$ cat src/rtl/rsp_s2_prep_pkg.sv
// Shared types and helpers for the rsp_s2 prep-stage chunk-serial arithmetic blocks.
package rsp_s2_prep_pkg;

    typedef enum logic [1:0] {
        StIdle,
        StRun,
        StDone
    } state_e;

    // The chunk index is never narrower than one bit, even for a single-chunk build.
    function automatic int unsigned idx_width(input int unsigned n);
        return (n > 1) ? $clog2(n) : 1;
    endfunction

endpackage

$ cat src/rtl/rsp_s2_prep_sub_u.sv
// Combinational single-chunk subtractor: out_num = num1 - num2 - i_b, o_b = borrow-out.
module rsp_s2_prep_sub_u #(
    parameter int unsigned DATA_WIDTH = 16
) (
    input  logic [DATA_WIDTH-1:0] num1,
    input  logic [DATA_WIDTH-1:0] num2,
    input  logic                  i_b,
    output logic [DATA_WIDTH-1:0] out_num,
    output logic                  o_b
);

    logic [DATA_WIDTH:0] w_diff;

    // One extra bit on top: it goes high exactly when the chunk difference is negative.
    always_comb begin
        w_diff  = {1'b0, num1} - {1'b0, num2} - {{DATA_WIDTH{1'b0}}, i_b};
        out_num = w_diff[DATA_WIDTH-1:0];
        o_b     = w_diff[DATA_WIDTH];
    end

endmodule

$ cat src/rtl/rsp_s2_prep_sub_seq.sv
// Chunk-serial wide subtractor with borrow, LSB chunk first, valid/ready on both sides.
// Optional macro RSP_S2_PREP_SUB_SAT_EN: saturate the result to 0 on final underflow.
module rsp_s2_prep_sub_seq
    import rsp_s2_prep_pkg::*;
#(
    parameter int unsigned DATA_WIDTH = 16,
    parameter int unsigned NUM_CHUNKS = 4,
    localparam int unsigned W         = DATA_WIDTH * NUM_CHUNKS
) (
    input  logic         i_clk,
    input  logic         i_rst_n,
    input  logic         i_valid,
    output logic         o_ready,
    input  logic [W-1:0] num1,
    input  logic [W-1:0] num2,
    input  logic         i_b,
    output logic         o_valid,
    input  logic         i_ready,
    output logic [W-1:0] out_num,
    output logic         o_b
);

    localparam int unsigned      IDX_W    = idx_width(NUM_CHUNKS);
    localparam logic [IDX_W-1:0] LAST_IDX = IDX_W'(NUM_CHUNKS - 1);

    state_e                  r_state;
    state_e                  w_state_nxt;
    logic [W-1:0]            r_a;
    logic [W-1:0]            r_bsub;
    logic [W-1:0]            r_res;
    logic                    r_borrow;
    logic [IDX_W-1:0]        r_idx;
    logic                    w_last;
    logic [DATA_WIDTH-1:0]   w_a_chunk;
    logic [DATA_WIDTH-1:0]   w_b_chunk;
    logic [DATA_WIDTH-1:0]   w_diff;
    logic                    w_bout;

    always_comb begin
        w_a_chunk = r_a[r_idx*DATA_WIDTH +: DATA_WIDTH];
        w_b_chunk = r_bsub[r_idx*DATA_WIDTH +: DATA_WIDTH];
        w_last    = (r_idx == LAST_IDX);
    end

    rsp_s2_prep_sub_u #(
        .DATA_WIDTH (DATA_WIDTH)
    ) u_sub (
        .num1    (w_a_chunk),
        .num2    (w_b_chunk),
        .i_b     (r_borrow),
        .out_num (w_diff),
        .o_b     (w_bout)
    );

    always_ff @(posedge i_clk or negedge i_rst_n) begin
        if (!i_rst_n) begin
            r_state <= StIdle;
        end else begin
            r_state <= w_state_nxt;
        end
    end

    always_comb begin
        w_state_nxt = r_state;
        o_ready     = 1'b0;
        o_valid     = 1'b0;
        case (r_state)
            StIdle: begin
                o_ready = 1'b1;
                if (i_valid) begin
                    w_state_nxt = StRun;
                end
            end
            StRun: begin
                if (w_last) begin
                    w_state_nxt = StDone;
                end
            end
            StDone: begin
                o_valid = 1'b1;
                if (i_ready) begin
                    w_state_nxt = StIdle;
                end
            end
            default: w_state_nxt = StIdle;
        endcase
    end

    always_ff @(posedge i_clk or negedge i_rst_n) begin
        if (!i_rst_n) begin
            r_a      <= '0;
            r_bsub   <= '0;
            r_res    <= '0;
            r_borrow <= 1'b0;
            r_idx    <= '0;
        end else begin
            case (r_state)
                StIdle: begin
                    if (i_valid) begin
                        r_a      <= num1;
                        r_bsub   <= num2;
                        r_borrow <= i_b;
                        r_res    <= '0;
                        r_idx    <= '0;
                    end
                end
                StRun: begin
                    r_res[r_idx*DATA_WIDTH +: DATA_WIDTH] <= w_diff;
                    r_borrow                              <= w_bout;
                    if (!w_last) begin
                        r_idx <= r_idx + 1'b1;
                    end
`ifdef RSP_S2_PREP_SUB_SAT_EN
                    // Later assignment wins: floor the whole result on final underflow.
                    if (w_last && w_bout) begin
                        r_res <= '0;
                    end
`endif
                end
                default: ;
            endcase
        end
    end

    assign out_num = r_res;
    assign o_b     = r_borrow;

endmodule

$ cat config.mk
export PLATFORM = sky130hd
export DESIGN_NAME = rsp_s2_prep_sub_seq
export DESIGN_NICKNAME = d
export VERILOG_FILES = /design/src/rtl/rsp_s2_prep_pkg.sv /design/src/rtl/rsp_s2_prep_sub_u.sv /design/src/rtl/rsp_s2_prep_sub_seq.sv
export SDC_FILE = /design/constraint.sdc
export NUM_CORES = 1
export LEC_CHECK = 0
export CORE_MARGIN = 10
export CORE_UTILIZATION = 47
export DETAILED_ROUTE_END_ITERATION = 8
export HOLD_SLACK_MARGIN = 0.03
export PLACE_DENSITY = 0.76
export SETUP_SLACK_MARGIN = 0.2
export SYNTH_ARGS = -nofsm -noshare
export SYNTH_HDL_FRONTEND = slang
export SYNTH_HIERARCHICAL = 1
export SYNTH_SLANG_ARGS = --single-unit
$ cat constraint.sdc
create_clock -name i_clk -period 3.5 [get_ports i_clk]
set_input_delay 1.05 -clock i_clk [delete_from_list [all_inputs] [get_ports i_clk]]
set_output_delay 1.05 -clock i_clk [all_outputs]
set_load 0.005 [all_outputs]
==> results.cfg, run 1 <==
[cts]
clk_latency_ns = 0.44
clockRootBuffer = clkbuf_16
hold_buffers = 0
cts.reportedPaths.clkPinSlew_ns = 0.07
clockBufferDepth = 2
cts-buffers-inserted = 17
clkSinkCount = 197
cts_tree = built
cts.htree.levels = 4

[synthesis]
synth_async_sr_flop_share = 1.00
synthFlopType = dfrtp_1
ys_ff_latch = 197
yosysWarnings = 6
synth_fp_nets = 840
netlist.area_leader.share = 0.522
netlist_area_um2 = 9440
syn_inst = 669
ys_types = 56
synth_area_per_cell_um2 = 14.1
ys_top_cells_by_count = dfrtp_1, mux2_1, a22o_1
synth.most_common_cell = dfrtp_1
synthTopCellsByArea = dfrtp_1, mux2_1, mux4_2
ys_seq_area_frac = 0.522
synth_edf_count = 0
yosys.area.top_type = dfrtp_1

[die]
coreArea_um2 = 19600
dieArea_um2 = 26200
start_util = 0.482
ios = 200
die_x_um = 162
rows = 51
die_h_um = 162

[global_route]
grt_remaining_overflow = 0
antenna_found_initial = 0
track_usage = 0.186
first_global_vias = 6822
grt_pass1_wl_um = 38400
grt_max_degree = 77

[placement]
io_buffers = 199
post_dp_cell_area_um2 = 11900
dpl.hpwl_um = 18500
dpl.cell_count = 1125
place_congestion = 0.807

[sta]
rsz0062_at_grt = true
setup_violations = 0
hold_viol = 0
period_share = 0.968
worst_pin_slew_ns = 0.893
drv_slew = 0
slew_headroom = 0.402
finClkSkew_ns = 0.0125
clock.fmax_mhz = 295
fin_crit_ns = 3.39
tns_ns = 0

[critical_path]
path_cells = buf_12 > buf_12 > mux4_2 > ha_4 > inv_1 > ha_4 > a211oi_2 > nor2_2 > o41a_1 > a31oi_1 > nand3_2 > a221o_1
cpPeakStageDelay_ns = 0.54
end_kind = flop
worst-setup-path-type = reg -> reg
crit_slowest_cell = mux4_2
arrival_ns = 3.70
crit_path_start_kind = flop
worstPathRequired_ns = 3.82
crit_fanout = 5

[final_layout]
drive_above_1_share = 0.232
num_antenna_cells = 0
fin_util = 0.670
area_growth_pct = 39.1
stdcell_count = 1182
finalInstanceArea_um2 = 13100
nets = 1075

[outcome]
status = finished, final reports clean

[routing]
vias = 6464
post_drt_wl_per_cell_um = 21.1
dr.pass1.iters = 5
viasPerCell = 5.47
first_iter_violations = 402
drc = 0
antenna_left = 0
wl_um = 24900

[min_path]
hold_path.class = reg -> reg

[run]
maxCapViolations = 0
[logic make-up (layout without fill, tap and decap cells)]
kind of cell,count (synthesis),after routing,synth area share
flip-flops,197,197,0.522
multiplexers,161,161,0.230
AO/OA/AOI/OAI,121,121,0.105
buffers and inverters,88,336,0.0436
AND/OR/NAND/NOR,53,53,0.0367
adder cells (fa/ha/maj),38,38,0.0520
XOR/XNOR,11,11,0.0102
[stage by stage]
step / setup WS [ns] / hold slack (ns)
after floorplan: 0.209 / 0.452
after global placement: 0.0643 / 0.461
after detailed placement: 0.0510 / 0.472
after CTS: 0.188 / 0.489
after global routing: 0.0454 / 0.497
final: 0.113 / 0.484
[final cells by class]
| type | instances | area (µm²) |
|---|---|---|
| clock buffers | 21 | 480 |
| repair buffers | 249 | 2520 |
| clock inverters | 11 | 205 |
| well taps | 265 | 332 |
| flip-flops and latches | 197 | 4930 |
| fillers | 1424 | 6460 |
| multi-input cells | 384 | 4450 |
| inverters | 55 | 209 |
[worst max-delay path, delay by kind of cell (launching register included)]
kind,cells,cell delay [ns]
fa+ha+maj,2,0.47
compound gates,4,1.26
simple gates,2,0.25
flops,1,0.44
buf+inv,3,0.30
mux,1,0.54
[flip-flops by register name, indices dropped and copies added (netlist names)]
signal   flops
o_b          1
out_num     64
r_a         64
r_bsub      64
r_idx        2
r_state      2
[timing repair]
item / in CTS / in global routing
pin swaps: 6 / 34
setup buffers: 6 / 19
endpoints found under the setup margin: 29 / 37
gates resized for setup: 15 / 65
[path summary, 6_finish.rpt]
| path | start | depth (start not counted) | end | slack [ns] |
|---|---|---|---|---|
| hold / removal | r_a[40] | 1 | r_a[40] | 0.48 |
| max in group asynchronous | i_rst_n | 2 | out_num[31] | 2.17 |
| setup reg to reg | r_idx[0] | 12 | o_b | 0.11 |
| setup / recovery | r_idx[0] | 12 | o_b | 0.11 |
| min in group asynchronous | i_rst_n | 1 | r_a[1] | 0.59 |
| hold reg to reg | r_a[40] | 1 | r_a[40] | 0.48 |
[cells in the final DEF (no fill, tap or decap), types with 3 or more instances in the layout]
cell type	count
bufinv_16	5
inv_1	40
mux4_2	32
nand2b_1	4
o21ai_1	4
mux2_1	102
buf_6	5
a21oi_1	7
clkdlybuf4s50_1	198
mux2_2	27
ha_4	14
inv_6	4
nor2b_1	3
a21o_1	7
inv_2	14
buf_4	34
o21ai_0	3
nand2_1	12
clkbuf_8	5
buf_12	10
o21ai_2	3
ha_1	21
nand3_1	3
a311oi_2	3
dfrtp_1	195
nor4_4	3
xnor2_1	5
clkbuf_16	17
nor2_1	8
a21oi_2	4
xnor2_2	4
a22o_1	68
[metal layers]
| layer | wire length, µm | GRT usage | vias up |
|---|---|---|---|
| met5 | 0 | 0 | - |
| met4 | 248 | 0.0467 | 0 |
| met3 | 1620 | 0.0518 | 18 |
| met2 | 12000 | 0.295 | 207 |
| met1 | 11000 | 0.247 | 3293 |
| li1 | - | - | 2946 |
Power of run 1 is left out: the tool's default activity adds up to more than one toggle a clock period on the data nets, which glitch-free logic cannot reach.
==> run 2: changes to the inputs <==
--- a/config.mk
+++ b/config.mk
@@ -10,7 +10,6 @@
 export DETAILED_ROUTE_END_ITERATION = 8
 export HOLD_SLACK_MARGIN = 0.03
 export PLACE_DENSITY = 0.76
-export SETUP_SLACK_MARGIN = 0.2
 export SYNTH_ARGS = -nofsm -noshare
 export SYNTH_HDL_FRONTEND = slang
 export SYNTH_HIERARCHICAL = 1
==> run 2 against run 1 <==
Utilization is 2.4 points lower. Global-route usage is 0.20 points higher. Maximum frequency is 0.85% higher. Largest cell class unchanged. Sequential share of layout area is 1.4 points higher. Final area is 3.5% lower.
==> results.cfg, run 2 (synthesis results as in run 1) <==
[critical_path]
r2r_slack_ns = 0.14
crit_family = compound AO/OA/AOI/OAI gates
end_kind = flop
path_cells = buf_12 > mux4_2 > ha_1 > inv_1 > ha_1 > buf_4 > or3_4 > o22ai_4 > o22ai_4 > a211oi_2 > xnor2_2 > a22o_1
cpPeakStageDelay_ns = 0.56
arrival_ns = 3.68
crit_path_start_kind = flop
crit_fanout = 13
crit_slowest_cell = mux4_2
path_buf_inv = 3
worst-setup-path-type = reg -> reg
worstPathRequired_ns = 3.82

[global_route]
grt_pass1_wl_um = 39000
first_global_vias = 7032
grt_max_degree = 84
track_usage = 0.188
antenna_found_initial = 4
grt_remaining_overflow = 0

[sta]
fin_ws_ns = 0.141
fin_crit_ns = 3.36
worst_pin_slew_ns = 0.687
slew_headroom = 0.542
hold_ws_ns = 0.483
clock.fmax_mhz = 298
hold_viol = 0
period_share = 0.960
drv_slew = 0
setup_violations = 0
finClkSkew_ns = 0.00803

[final_layout]
nets = 1058
finalInstanceArea_um2 = 12700
multiInputGateArea_um2 = 4190
final_cell_mix = clkdlybuf4s50_1, dfrtp_1, mux2_1, a22o_1, inv_1
area_growth_pct = 34.1
fill_cells = 1467
regArea_um2 = 4930
stdcell_count = 1166
drive_above_1_share = 0.172
final_common_cell = clkdlybuf4s50_1

[placement]
post_dp_cell_area_um2 = 11900
dpl.cell_count = 1127
place_ws_ns = -0.0815
io_buffers = 199
place_congestion = 0.820
dpl.hpwl_um = 18600

[cts]
clkSinkCount = 197
clockBufferDepth = 2
cts.reportedPaths.clkPinSlew_ns = 0.07
clk_latency_ns = 0.43
clockRootBuffer = clkbuf_16
hold_buffers = 0
cts-buffers-inserted = 17
cts.htree.levels = 4
cts_tree = built

[run]
maxCapViolations = 0

[die]
die_h_um = 162
dieArea_um2 = 26200
die_x_um = 162
ios = 200
coreArea_um2 = 19600
rows = 51
start_util = 0.482

[routing]
drc = 0
first_iter_violations = 326
wl_um = 24600
dr.pass1.iters = 4
post_drt_wl_per_cell_um = 21.1
viasPerCell = 5.50
vias = 6413
antenna_left = 0

[min_path]
hold_path.class = reg -> reg

[outcome]
status = finished, final reports clean
-- run 2: cell count changes in the layout (fill, tap and decap cells not counted), sizes merged --
cell / change
clkbuf: -3
bufinv: -4
inv: +1
diode: +1
buf: -19
clkinvlp: +5
bufbuf: +1
clkinv: +2
-- run 2: worst paths after layout --
path | startpoint | to | cells past startpoint
worst max-delay path | r_idx[0] | out_num[60] | 12
worst min-delay path | r_bsub[12] | r_bsub[12] | 1
worst max register to register | r_idx[0] | out_num[60] | 12
worst min register to register | r_bsub[12] | r_bsub[12] | 1
max in group asynchronous | i_rst_n | r_bsub[38] | 2
min in group asynchronous | i_rst_n | o_b | 1
-- run 2: per-stage QoR --
stage / TNS [ns] / util
floorplan: 0 / -
global placement: 0 / 0.606
detailed placement: -0.249 / 0.606
CTS: 0 / 0.640
global route: -0.0753 / 0.646
finish: 0 / 0.646
-- run 2: per-layer routing --
layer	wire [µm]	track usage
met1	10700	0.243
met2	11600	0.297
met3	1860	0.0586
met4	437	0.0571
met5	21	0
-- run 2: area by class of cell --
cell class                      count  share of cell area
Tap cell                          265              0.0262
Multi-Input combinational cell    384               0.331
Clock buffer                       17              0.0336
Clock inverter                     15              0.0133
Antenna cell                        1            0.000198
Timing Repair Buffer              232               0.190
Inverter                           55              0.0163
Sequential cell                   197               0.389
-- run 2: worst reg2reg max path, delay by kind of cell, from the launching register on --
family	cells	cell delay (ns)
simple gates	1	0.34
buf+inv	3	0.37
mux	1	0.56
flops	1	0.43
compound gates	4	0.89
fa+ha+maj	2	0.52
xor+xnor	1	0.14
-- run 2: timing repair --
action	in CTS	in global routing
setup buffers	2	2
resized for setup	2	18
endpoints found under the hold margin	0	0
pin swaps	0	6
setup endpoints to repair	7	23
gates cloned	1	1
Power of run 2 is left out for the same reason.
